===== config.mk =====
export PLATFORM = sky130hd
export DESIGN_NAME = uart_rx_fifo_writer
export DESIGN_NICKNAME = d
export VERILOG_FILES = /design/src/rtl/uart_rx_pkg.sv /design/src/rtl/uart_rx_fifo_writer_baud_tick.sv /design/src/rtl/uart_rx_fifo_writer.sv
export SDC_FILE = /design/constraint.sdc
export NUM_CORES = 1
export LEC_CHECK = 0
export ABC_AREA = 1
export BUFFER_PORTS_ARGS = -buffer_cell sky130_fd_sc_hd__buf_4
export CAP_MARGIN = 20
export CELL_PAD_IN_SITES_DETAIL_PLACEMENT = 0
export CELL_PAD_IN_SITES_GLOBAL_PLACEMENT = 1
export CORE_AREA = 4 4 73 75
export DETAILED_ROUTE_END_ITERATION = 10
export DIE_AREA = 0 0 77 79
export GPL_TIMING_DRIVEN = 0
export PLACE_DENSITY = 0.86
export SYNTH_ARGS = -nofsm -noshare
export SYNTH_HDL_FRONTEND = slang
export SYNTH_SLANG_ARGS = --single-unit

===== constraint.sdc =====
create_clock -name wr_clk -period 2.19 [get_ports wr_clk]
set_clock_uncertainty 0.15 [all_clocks]
set_input_delay 0.3285 -clock wr_clk [delete_from_list [all_inputs] [get_ports wr_clk]]
set_output_delay 0.3285 -clock wr_clk [all_outputs]
set_load 0.005 [all_outputs]

===== src/rtl/uart_rx_pkg.sv =====
// Shared types and helpers for the UART receiver that feeds the async FIFO write port.
// Holds the receiver state encoding, the baud divider calculation and the counter-width helper.
// Contents: rx_state_t, calc_div(), cnt_width().
package uart_rx_pkg;

    typedef enum logic [2:0] {
        ST_IDLE      = 3'd0,
        ST_START     = 3'd1,
        ST_DATA      = 3'd2,
        ST_PARITY    = 3'd3,
        ST_STOP      = 3'd4,
        ST_WAIT_HIGH = 3'd5
    } rx_state_t;

    // wr_clk cycles per oversample tick, truncated.
    function automatic int calc_div(input int clk_freq, input int baud, input int oversample);
        return clk_freq / (baud * oversample);
    endfunction

    // Bits needed to count 0..n-1, never less than one.
    function automatic int cnt_width(input int n);
        return (n > 1) ? $clog2(n) : 1;
    endfunction

endpackage


===== src/rtl/uart_rx_fifo_writer_baud_tick.sv =====
// Oversample tick generator: one-cycle tick every DIV wr_clk cycles.
// Latency: tick is combinational from the counter; clr restarts the period on the next edge.
// Ports: wr_clk, wr_reset (async, active-high), clr (sync clear), tick.
module uart_baud_tick
    import uart_rx_pkg::*;
#(
    parameter int DIV = 1
) (
    input  logic wr_clk,
    input  logic wr_reset,
    input  logic clr,
    output logic tick
);

    localparam int CW = cnt_width(DIV);
    localparam logic [CW-1:0] LAST = CW'(DIV - 1);

    logic [CW-1:0] cnt;

    always_ff @(posedge wr_clk or posedge wr_reset) begin
        if (wr_reset) begin
            cnt <= '0;
        end else if (clr || cnt == LAST) begin
            cnt <= '0;
        end else begin
            cnt <= cnt + 1'b1;
        end
    end

    assign tick = (cnt == LAST);

endmodule


===== src/rtl/uart_rx_fifo_writer.sv =====
// UART 8N1 (optional parity) receiver writing completed bytes into an async FIFO write port.
// Latency: wr_en/error pulses appear in the resolve cycle, one wr_clk after the stop-bit sample tick.
// Backpressure: wr_full is looked at only in the resolve cycle; a byte meeting a full FIFO is dropped and overrun_err pulses.
// Ports: wr_clk, wr_reset, rx_in, wr_full -> wr_en, wr_data, frame_err, parity_err, overrun_err, busy.
module uart_rx_fifo_writer
    import uart_rx_pkg::*;
#(
    parameter int CLK_FREQ   = 100000000,
    parameter int BAUD       = 115200,
    parameter int OVERSAMPLE = 16,
    parameter int DATA_BITS  = 8,
    parameter int PARITY_EN  = 0,
    parameter int PARITY_ODD = 0
) (
    input  logic                 wr_clk,
    input  logic                 wr_reset,
    input  logic                 rx_in,
    input  logic                 wr_full,
    output logic                 wr_en,
    output logic [DATA_BITS-1:0] wr_data,
    output logic                 frame_err,
    output logic                 parity_err,
    output logic                 overrun_err,
    output logic                 busy
);

    localparam int DIV    = calc_div(CLK_FREQ, BAUD, OVERSAMPLE);
    localparam int TICK_W = cnt_width(OVERSAMPLE);
    localparam int BIT_W  = cnt_width(DATA_BITS + 1);

    localparam logic [TICK_W-1:0] HALF_PT  = TICK_W'(OVERSAMPLE / 2 - 1);
    localparam logic [TICK_W-1:0] FULL_PT  = TICK_W'(OVERSAMPLE - 1);
    localparam logic [BIT_W-1:0]  LAST_BIT = BIT_W'(DATA_BITS - 1);
    localparam logic              ODD      = (PARITY_ODD != 0);

    rx_state_t state, state_nxt;

    logic                 sync1, rx_s;
    logic                 tick, baud_clr, sample;
    logic [TICK_W-1:0]    tick_cnt;
    logic [BIT_W-1:0]     bit_cnt;
    logic [DATA_BITS-1:0] shift_q, data_hold;
    logic                 par_bad, stop_bit, stop_done, resolve;

    // Two-flop synchronizer; idles high so reset does not look like a start edge.
    always_ff @(posedge wr_clk or posedge wr_reset) begin
        if (wr_reset) begin
            sync1 <= 1'b1;
            rx_s  <= 1'b1;
        end else begin
            sync1 <= rx_in;
            rx_s  <= sync1;
        end
    end

    // Restart the tick phase on the start edge so sample points sit mid-bit.
    assign baud_clr = (state == ST_IDLE) && !rx_s;

    uart_baud_tick #(.DIV(DIV)) u_baud_tick (
        .wr_clk   (wr_clk),
        .wr_reset (wr_reset),
        .clr      (baud_clr),
        .tick     (tick)
    );

    // Half a bit into the start bit, a full bit for every later bit.
    assign sample = tick && (tick_cnt == ((state == ST_START) ? HALF_PT : FULL_PT));
    assign resolve = (state == ST_STOP) && stop_done;

    // State register
    always_ff @(posedge wr_clk or posedge wr_reset) begin
        if (wr_reset) state <= ST_IDLE;
        else          state <= state_nxt;
    end

    // Next-state logic
    always_comb begin
        state_nxt = state;
        case (state)
            ST_IDLE:      if (!rx_s) state_nxt = ST_START;
            ST_START:     if (sample) state_nxt = rx_s ? ST_IDLE : ST_DATA;
            ST_DATA:      if (sample && bit_cnt == LAST_BIT)
                              state_nxt = (PARITY_EN != 0) ? ST_PARITY : ST_STOP;
            ST_PARITY:    if (sample) state_nxt = ST_STOP;
            ST_STOP:      if (stop_done) state_nxt = stop_bit ? ST_IDLE : ST_WAIT_HIGH;
            ST_WAIT_HIGH: if (rx_s) state_nxt = ST_IDLE;
            default:      state_nxt = ST_IDLE;
        endcase
    end

    // Output logic: pulses only in the single resolve cycle, so they cannot exceed one cycle.
    always_comb begin
        busy        = (state != ST_IDLE);
        frame_err   = resolve && !stop_bit;
        parity_err  = resolve && par_bad;
        wr_en       = resolve && stop_bit && !par_bad && !wr_full;
        overrun_err = resolve && stop_bit && !par_bad && wr_full;
    end

    // Present the new byte during the strobe, otherwise the last byte written.
    assign wr_data = wr_en ? shift_q : data_hold;

    // Datapath: tick/bit counters, shift register, parity and stop capture.
    always_ff @(posedge wr_clk or posedge wr_reset) begin
        if (wr_reset) begin
            tick_cnt  <= '0;
            bit_cnt   <= '0;
            shift_q   <= '0;
            data_hold <= '0;
            par_bad   <= 1'b0;
            stop_bit  <= 1'b0;
            stop_done <= 1'b0;
        end else begin
            if (state == ST_IDLE || state == ST_WAIT_HIGH) begin
                tick_cnt <= '0;
            end else if (tick) begin
                tick_cnt <= sample ? '0 : tick_cnt + 1'b1;
            end

            if (state != ST_DATA) begin
                bit_cnt <= '0;
            end else if (sample) begin
                bit_cnt <= bit_cnt + 1'b1;
                shift_q <= {rx_s, shift_q[DATA_BITS-1:1]};  // LSB arrives first
            end

            if (state == ST_IDLE) begin
                par_bad <= 1'b0;
            end else if (state == ST_PARITY && sample) begin
                par_bad <= (^shift_q) ^ rx_s ^ ODD;
            end

            if (state != ST_STOP) begin
                stop_done <= 1'b0;
            end else if (sample && !stop_done) begin
                stop_done <= 1'b1;
                stop_bit  <= rx_s;
            end

            if (wr_en) data_hold <= shift_q;
        end
    end

endmodule


==> results by stage, run 1 <==
Outcome:
- The flow ran to the end, but the final reports show violations.
- The checks that failed: setup timing.

Die:
- The floorplan step set the die width to 77 um.
- The number of rows in the core area is 25.
- The floorplan step defined a die boundary enclosing 0.00608 mm2.
- The die span in y is 79 um.
- The area of the core is 0.00466 mm2.
- The effective utilization at floorplan is 43.3%.
- In this run the count of I/O pins placed on the die edge is 17.

Drt:
- After detailed routing, the average wire length per cell comes to 12.3 um.
- The first detailed-routing pass took 4 iterations.
- The final routed DRC violation total is 0.
- The via-per-instance ratio is 4.89.
- In this run, the number of DRC markers left after iteration 0 of detailed routing was 50.
- Once detail routing completed, the nets flagged for antenna violations numbered 0.
- The routed via count is 1637.
- The total wirelength of the detailed-routed design is 4120 um.

Clock network:
- The cell at the root of the clock tree is sky130_fd_sc_hd__clkbuf_8.
- The clock-pin slew on the worst setup and hold paths is 80 ps.
- Clock tree synthesis found a total of 38 sinks.
- The clock latency of the later-clocked register in the worst-skew pair is 290 ps.
- TritonCTS built the clock tree.
- The depth of the CTS H-tree is 2.
- The longest clock path from root to sink contains 2 buffers.
- The number of buffers created by CTS is 5.

Setup path:
- The most critical setup path has its startpoint at state[1].
- The endpoint kind of the worst setup timing path is an output port.
- The data required time at the worst endpoint is 1710 ps.
- The worst setup path category is flop to output port.
- The cell depth of the worst flop-to-flop path is 10.
- Of all nets on the critical path, the largest fanout is 6.
- The worst register-to-register path has a setup slack of 380 ps.
- The worst setup path is launched from a flop.
- The capture point of the worst reg-to-reg path is shift_q[0].
- The data arrival time of the critical path is 1750 ps.
- In this run the worst setup path terminates at wr_data[1].
- The worst register-to-register path begins at u_baud_tick.cnt[1].

Yosys:
- The synthesis-stage register bit count is 38.
- Measured against the total synthesized area, the mux share comes to 0%.
- sky130_fd_sc_hd__dfrtp_1 takes more of the synthesized area than any other cell.
- The count of different cell masters after synthesis is 30.
- The synthesized netlist net count is 253.
- In this run the biggest area consumer among cell types represents 44.6% of the synthesized area.
- The fraction of the yosys area taken by sequential cells is 47.2%.
- The synthesized instance count is 245.
- The adder and majority cell fraction of the synthesized area is 2.48%.
- In the post-synthesis netlist, the biggest area contributors are sky130_fd_sc_hd__dfrtp_1, sky130_fd_sc_hd__nand2_1, sky130_fd_sc_hd__o21ai_2, sky130_fd_sc_hd__nand3_1, sky130_fd_sc_hd__inv_1.
- After Yosys synthesis, XOR and XNOR cells account for 2.54% of the synthesized area.
- The Yosys step of the flow raised 0 warnings.
- After synthesis, the largest family of logic cells by area is simple AND/OR/NAND/NOR gates.
- The cell area after synthesis is 0.00202 mm2.
- The post-synthesis compound-gate area fraction is 11.7%.
- The synthesized area per cell is 8.24 um2.
- The simple-gate area share of the yosys netlist is 29.0%.

STA:
- The final critical delay including setup and external delays is 2230 ps.
- The remaining max-slew budget at the tightest pin is 46.7%.
- The number of hold-slack violations in the final timing report came to 0.
- The top achievable clock speed is 0.449 GHz.
- After layout, the worst path uses 102% of the clock period.
- Setup repair after global routing could not meet its margin everywhere.
- The count of final setup violators is 8.
- The max-slew violation total from the final report was 0.
- The worst hold-check slack is 40.1 ps.
- The worst-case setup margin in the final layout is -37.3 ps.
- For the pin with the worst max-slew slack, the measured transition is 798 ps.

Cells and area:
- The total of fill cells in the finished design is 463.
- The most common cell after layout, fill and taps aside is sky130_fd_sc_hd__nand2_1.
- The layout cell share with drive strength beyond 1 is 26.3%.
- 0 antenna diodes ended up in the layout.
- The area taken by multi-input logic gates is 958 um2.
- In the final layout, flip-flops and latches occupy 955 um2.
- In the layout the commonest cells are sky130_fd_sc_hd__nand2_1, sky130_fd_sc_hd__dfrtp_1, sky130_fd_sc_hd__inv_1.
- The layout overhead on the synthesized area is 22.7%.
- The final net count is 288.

Global route:
- The via count of the first global-routing pass is 1556.
- The maximum number of pins on one net before global-route repair is 39.
- The global-route wire length before repair is 6890 um.
- For this run, the total global-route usage over all layers was measured as 13.9%.
- The final global-route overflow total is 0.
- The initial antenna violation count is 0.

Worst hold path:
- The min-delay analysis places its worst path in the category primary input to async pin.

Power:
- For this design the static power due to leakage is 1.25 nW.
- The power density of the placed cells is 545 mW/mm2.
- IR analysis of the VDD net gives a maximum drop of 0.350 mV.
- The total power draw is 1.35 mW.

Run:
- Max-cap violations in this run came to 0.

Placed design:
- The post-detailed-placement half-perimeter wirelength is 2790 um.
- Routability-driven placement finished with a final weighted congestion of 0.832.
- The number of buffers inserted by port buffering is 16.
repair_timing:
item,4_1_cts,5_1_grt
gates resized for setup,5,5
gates cloned,0,1
hold buffers,1,0
setup endpoints to repair,9,9
endpoints found under the hold margin,1,0
buffers inserted,5,5
pin swaps,2,2
cell usage after synthesis, drive strengths merged:
| cell | count |
|---|---|
| nand4 | 1 |
| nand3 | 24 |
| dfrtp | 36 |
| inv | 32 |
| o211ai | 2 |
| xnor2 | 1 |
| nor3b | 1 |
| or2 | 1 |
| nor2 | 21 |
| nor3 | 2 |
| a21oi | 4 |
| and3 | 1 |
| nand2 | 78 |
| ha | 4 |
| o21bai | 1 |
| o21ai | 26 |
| xor2 | 4 |
| buf | 2 |
| nand3b | 1 |
| dfstp | 2 |
| nor4 | 1 |
kinds of logic (layout without fill, tap and decap cells):
kind of cell               Yosys count  after routing
xor gates and xnor gates             5              5
buffers and inverters               34             70
DFF                                 38             38
and+or+nand+nor                    131            131
adders and majority gates            4              4
AOI/OAI and AO/OA                   33             33
worst max-delay path: stages, from the launching register on:
cell                        delay, ps
sky130_fd_sc_hd__dfrtp_1          390
sky130_fd_sc_hd__inv_2             90
sky130_fd_sc_hd__nand2_2           70
sky130_fd_sc_hd__nor2_4           110
sky130_fd_sc_hd__nand2_4           80
sky130_fd_sc_hd__nor2_4           130
sky130_fd_sc_hd__nand3_4          140
sky130_fd_sc_hd__clkbuf_16        200
sky130_fd_sc_hd__o21ai_2          120
sky130_fd_sc_hd__buf_4            130
layout make-up:
class                           count  share of cell area [%]
Buffer                              2                    1.06
Clock buffer                        7                    3.48
Clock inverter                      1                    1.21
Inverter                           32                    4.85
Multi-Input combinational cell    173                    38.7
Sequential cell                    38                    38.5
Tap cell                           54                    2.73
Timing Repair Buffer               28                    9.44
how the worst min path moves through the flow:
stage | start | to | depth (start not counted)
floorplan | rx_in | sync1 | 0
global placement | sync1 | rx_s | 0
detailed placement | sync1 | rx_s | 0
CTS | wr_reset | u_baud_tick.cnt[0] | 2
global route | wr_reset | u_baud_tick.cnt[0] | 2
finish | wr_reset | u_baud_tick.cnt[0] | 2
metrics by stage:
step	instances	cell area, um2	TNS [ps]	util [%]	setup slack (ps)
final	335	2480	-198	53.2	-37.3
after global routing	335	2480	-1110	53.2	-142
after CTS	329	2390	-399	51.4	-54.4
after detailed placement	315	2210	0	47.4	2.79
after global placement	315	2210	0	47.4	16.7
after floorplan	245	2020	0	-	394
per-layer routing:
metal	up-vias	global-route usage, %	part of all wire (%)
met5	-	0	0
met4	0	4.63	0.92
met1	756	17.7	44
met2	28	23.3	50
li1	847	-	-
met3	6	3.40	4.6
state kept, by name, indices dropped and copies added (netlist names):
name,flops
data_hold,8
shift_q,8
u_baud_tick.cnt,6
bit_cnt,4
tick_cnt,4
state,3
par_bad,1
rx_s,1
stop_bit,1
stop_done,1
sync1,1
where the power goes:
part	switching (mW)	internal, mW
Sequential	0.00180	0.705
Clock	0.248	0.372
Combinational	0.0174	0.00545
No activity file was read; power rests on OpenSTA's default activity.
==> run 2, diff against run 1 <==
--- a/config.mk
+++ b/config.mk
@@ -14,7 +14,8 @@
 export DETAILED_ROUTE_END_ITERATION = 10
 export DIE_AREA = 0 0 77 79
 export GPL_TIMING_DRIVEN = 0
-export PLACE_DENSITY = 0.86
+export PLACE_DENSITY = 0.85
 export SYNTH_ARGS = -nofsm -noshare
 export SYNTH_HDL_FRONTEND = slang
+export SYNTH_HIERARCHICAL = 1
 export SYNTH_SLANG_ARGS = --single-unit
==> results by stage, run 2 <==
Outcome:
- The run finished with clean final reports.

Drt:
- For this block, the via count after detailed routing is 1604.
- Using the TritonRoute via totals, the vias-per-cell ratio works out to 4.83.
- The total wirelength of the detailed-routed design is 3950 um.
- The post-detailed-route count of antenna-violating nets is 0.
- Dividing the detail-routed wire length by the instance count gives 11.9 um.
- In this run, the number of DRC markers left after iteration 0 of detailed routing was 72.
- After detailed routing, the number of remaining DRC violations is 0.
- The detailed-router iteration count before antenna repair is 4.

STA:
- The max-slew violation total from the final report is 0.
- Setup repair after global routing could not meet its margin everywhere.
- Static timing analysis puts the maximum clock frequency at 0.466 GHz.
- In the finished design, the share of the clock period the worst path needs comes to 97.9%.
- At the pin with the least slew margin, the transition time is 712 ps.
- The final critical delay including setup and external delays is 2140 ps.
- Adding up every negative setup slack in the final design gives 0 ps.
- The count of final setup violators is 0.
- The remaining max-slew budget at the tightest pin is 52.5%.
- The number of hold-slack violations in the final timing report is 0.

Die:
- The x dimension of the die is 77 um.
- The region available for standard cell placement spans 0.00466 mm2.
- The die is 79 um tall.
- In this run the count of I/O pins placed on the die edge is 17.
- The number of rows in the core area is 25.
- The floorplan step defined a die boundary enclosing 0.00608 mm2.
- The effective utilization at floorplan is 42.4%.

Setup path:
- Walking the worst path, the cells encountered are nor2_4 -> inv_2 -> nor3_4 -> nand4_4 -> buf_6 -> nand2_2 -> o21ai_4 -> buf_4.
- The critical-path maximum fanout is 6.
- The kind of cell with the highest combined delay along the critical path is simple AND/OR/NAND/NOR gates.
- The number of buffers and inverters on the critical path is 3.
- The endpoint kind of the worst setup timing path is an output port.
- The startpoint of the most critical register-to-register path is u_baud_tick/cnt[1].
- Counting buffers and inverters, the worst setup path is 8 cells deep.
- The cell depth of the worst flop-to-flop path is 9.
- The longest individual stage delay on the worst path is 430 ps.
- The worst setup path is launched from a flop.
- The worst reg-to-reg setup slack is 140 ps.
- Tracing the worst setup path back leads to its startpoint at state[1].
- The end point of the critical path is wr_data[7].
- The critical path is of the flop to output port type.
- Data on the critical path arrives at its endpoint at 1670 ps.
- The data required time at the worst endpoint is 1710 ps.
- The capture point of the worst reg-to-reg path is shift_q[2].
- The library cell contributing the largest single delay on the critical path is sky130_fd_sc_hd__dfrtp_1.

Placed design:
- Once detailed placement completed, the half-perimeter wirelength came to 2860 um.
- The congestion estimate from routability-driven global placement came to 0.789.
- The number of buffers inserted by port buffering is 16.
- After detailed placement, the total cell area comes to 0.00219 mm2.

Power:
- Across the VDD grid, the largest voltage drop is 0.388 mV.
- The internal power contribution is 0.936 mW.
- The share of power burned in the clock network is 37.8%.
- The net switching share of the total power is 21.0%.
- Combinational logic is responsible for 2.5% of the overall power.
- Summed over all cells, the static leakage comes to 1.23 nW.
- The analysis attributes to net switching a power of 0.248 mW.
- The share of total power in sequential cells is 59.7%.
- The power density of the placed cells is 476 mW/mm2.

Cells and area:
- The largest registers in the layout are data_hold: 8 flops, shift_q: 8 flops, u_baud_tick/cnt: 6 flops.
- Fill cells in the final layout number 415.
- In the final layout, flip-flops and latches occupy 955 um2.
- The most common cell after layout, fill and taps aside is sky130_fd_sc_hd__nand2_1.
- The post-route standard cell area excluding fillers is 0.00249 mm2.
- The layout overhead on the synthesized area is 25.8%.
- The final net count is 286.
- Summing all multi-input logic gate instances after layout gives 998 um2.
- In the layout the commonest cells are sky130_fd_sc_hd__nand2_1, sky130_fd_sc_hd__dfrtp_1, sky130_fd_sc_hd__inv_1.
- 0 antenna diodes ended up in the layout.
- The post-route netlist has 23.0% of its cells at a drive strength greater than 1.

Yosys:
- Yosys mapped the design onto 31 distinct sky130hd cell types.
- The most numerous cell in the Yosys netlist is sky130_fd_sc_hd__nand2_1.
- After technology mapping, the gate count stands at 245.
- Summing every instance area after synthesis gives 0.00198 mm2.
- By area the synthesized netlist is led by sky130_fd_sc_hd__dfrtp_1, sky130_fd_sc_hd__nand2_1, sky130_fd_sc_hd__inv_1, sky130_fd_sc_hd__nand3_1, sky130_fd_sc_hd__nor2_1.
- The synthesized design contains 0 enable-type register cells.
- The fraction of the yosys area taken by sequential cells is 48.2%.
- Synthesis produced a netlist with a net count of 253.
- The leading area contributor after synthesis is sky130_fd_sc_hd__dfrtp_1.
- The count of synthesis-stage warnings from yosys is 6.
- The synthesis-stage register bit count is 38.
- The portion of synthesized cell area occupied by the leading cell type is 45.6%.
- Counting flops with an async set or reset pin after synthesis yields a share of 100%.
- A synthesized cell averages 8.07 um2.
- For this run, the leading register cell type out of synthesis is sky130_fd_sc_hd__dfrtp_1.
- In the synthesized netlist, the cells that appear most often are sky130_fd_sc_hd__nand2_1, sky130_fd_sc_hd__dfrtp_1, sky130_fd_sc_hd__inv_1.

Clock network:
- The depth of the CTS H-tree is 2.
- The number of sinks handled by clock tree synthesis is 38.
- The clock passes through at most 2 buffers.
- At the later pin of the worst-skew pair, clock insertion delay measures 280 ps.
- The cell at the root of the clock tree is sky130_fd_sc_hd__clkbuf_8.
- The clock-pin slew on the worst setup and hold paths is 70 ps.
- The TritonCTS clock tree is yes.
- The number of buffers created by CTS is 5.

Worst hold path:
- The path class of the tightest hold or removal check is flop to flop.

Global route:
- Entering global routing, the biggest net connects 18 pins.
- The via count of the first global-routing pass is 1571.
- The initial antenna violation count is 0.
- The final global-route overflow total is 0.
- The global-route total usage across every layer is 14.2%.
- The first global-routing pass estimated 7000 um of wire.

Run:
- The max-capacitance violation count is 0.
run 2: changes by cell type in the layout (fill, tap and decap cells not counted), moves of 2 or more:
cell	previous run	this run
sky130_fd_sc_hd__o21ai_2	16	4
sky130_fd_sc_hd__buf_4	25	19
sky130_fd_sc_hd__o21ai_0	7	13
sky130_fd_sc_hd__inv_1	28	32
sky130_fd_sc_hd__o21ai_4	1	5
sky130_fd_sc_hd__buf_6	2	5
sky130_fd_sc_hd__nand2_1	73	70
sky130_fd_sc_hd__nand2_2	3	6
sky130_fd_sc_hd__a21oi_1	4	2
sky130_fd_sc_hd__inv_2	4	2
sky130_fd_sc_hd__o211ai_1	2	0
sky130_fd_sc_hd__xnor2_1	1	3
run 2: how the worst min path moves through the flow:
stage                         from  cells past startpoint                 end
final                        sync1                      0                rx_s
after global routing         sync1                      0                rx_s
after CTS                    sync1                      0                rx_s
after detailed placement  wr_reset                      2  u_baud_tick/cnt[2]
after global placement    wr_reset                      2  u_baud_tick/cnt[2]
after floorplan           wr_reset                      1  u_baud_tick/cnt[0]
run 2: timing repair:
item / in CTS / in global routing
pin swaps: 2 / 3
hold buffers: 2 / 0
setup endpoints to repair: 8 / 23
cloned: 1 / 0
buffers inserted: 4 / 2
gates resized for setup: 26 / 10
endpoints found under the hold margin: 7 / 0
run 2: cell families after synthesis:
| kind of cell | synth area share, % |
|---|---|
| AND/OR/NAND/NOR | 29.7 |
| flip-flops | 48.2 |
| buffers and inverters | 7.47 |
| AO/OA/AOI/OAI | 8.10 |
| XOR/XNOR | 3.92 |
| adder cells (fa/ha/maj) | 2.53 |
run 2: area by class of cell:
cell class                      instances  area share [%]
Buffer                                  2            1.06
Tap cell                               54            2.72
Inverter                               34            5.13
Multi-Input combinational cell        171            40.2
Clock buffer                            7            3.07
Timing Repair Buffer                   26            9.46
Sequential cell                        38            38.4
run 2: per-stage QoR:
| step | utilization (%) | total power [mW] | setup slack [ps] | std cells | hold WS [ps] |
|---|---|---|---|---|---|
| floorplan | - | 0.732 | 314 | 245 | -30.5 |
| global placement | 46.4 | 0.742 | 55.4 | 315 | 112 |
| detailed placement | 47.0 | 0.748 | 27.0 | 316 | 118 |
| CTS | 52.1 | 1.21 | -24.3 | 330 | 207 |
| global route | 53.3 | 1.24 | -30.2 | 332 | 217 |
| finish | 53.3 | 1.18 | 45.5 | 332 | 207 |
run 2: routing by layer:
layer | vias to the layer above | track usage (%) | part of all wire [%]
met5 | - | 0 | 0
met4 | 0 | 3.74 | 0.41
met3 | 2 | 3.06 | 1.6
met2 | 14 | 25.4 | 51
met1 | 754 | 17.2 | 47
li1 | 834 | - | -
run 2: power groups by stage:
stage	combinational, mW	sequential, mW	clock [mW]
global route	0.0341	0.707	0.497
finish	0.0297	0.707	0.448
detailed placement	0.0281	0.720	0
CTS	0.0313	0.707	0.468
global placement	0.0215	0.720	0
floorplan	0.0127	0.719	0
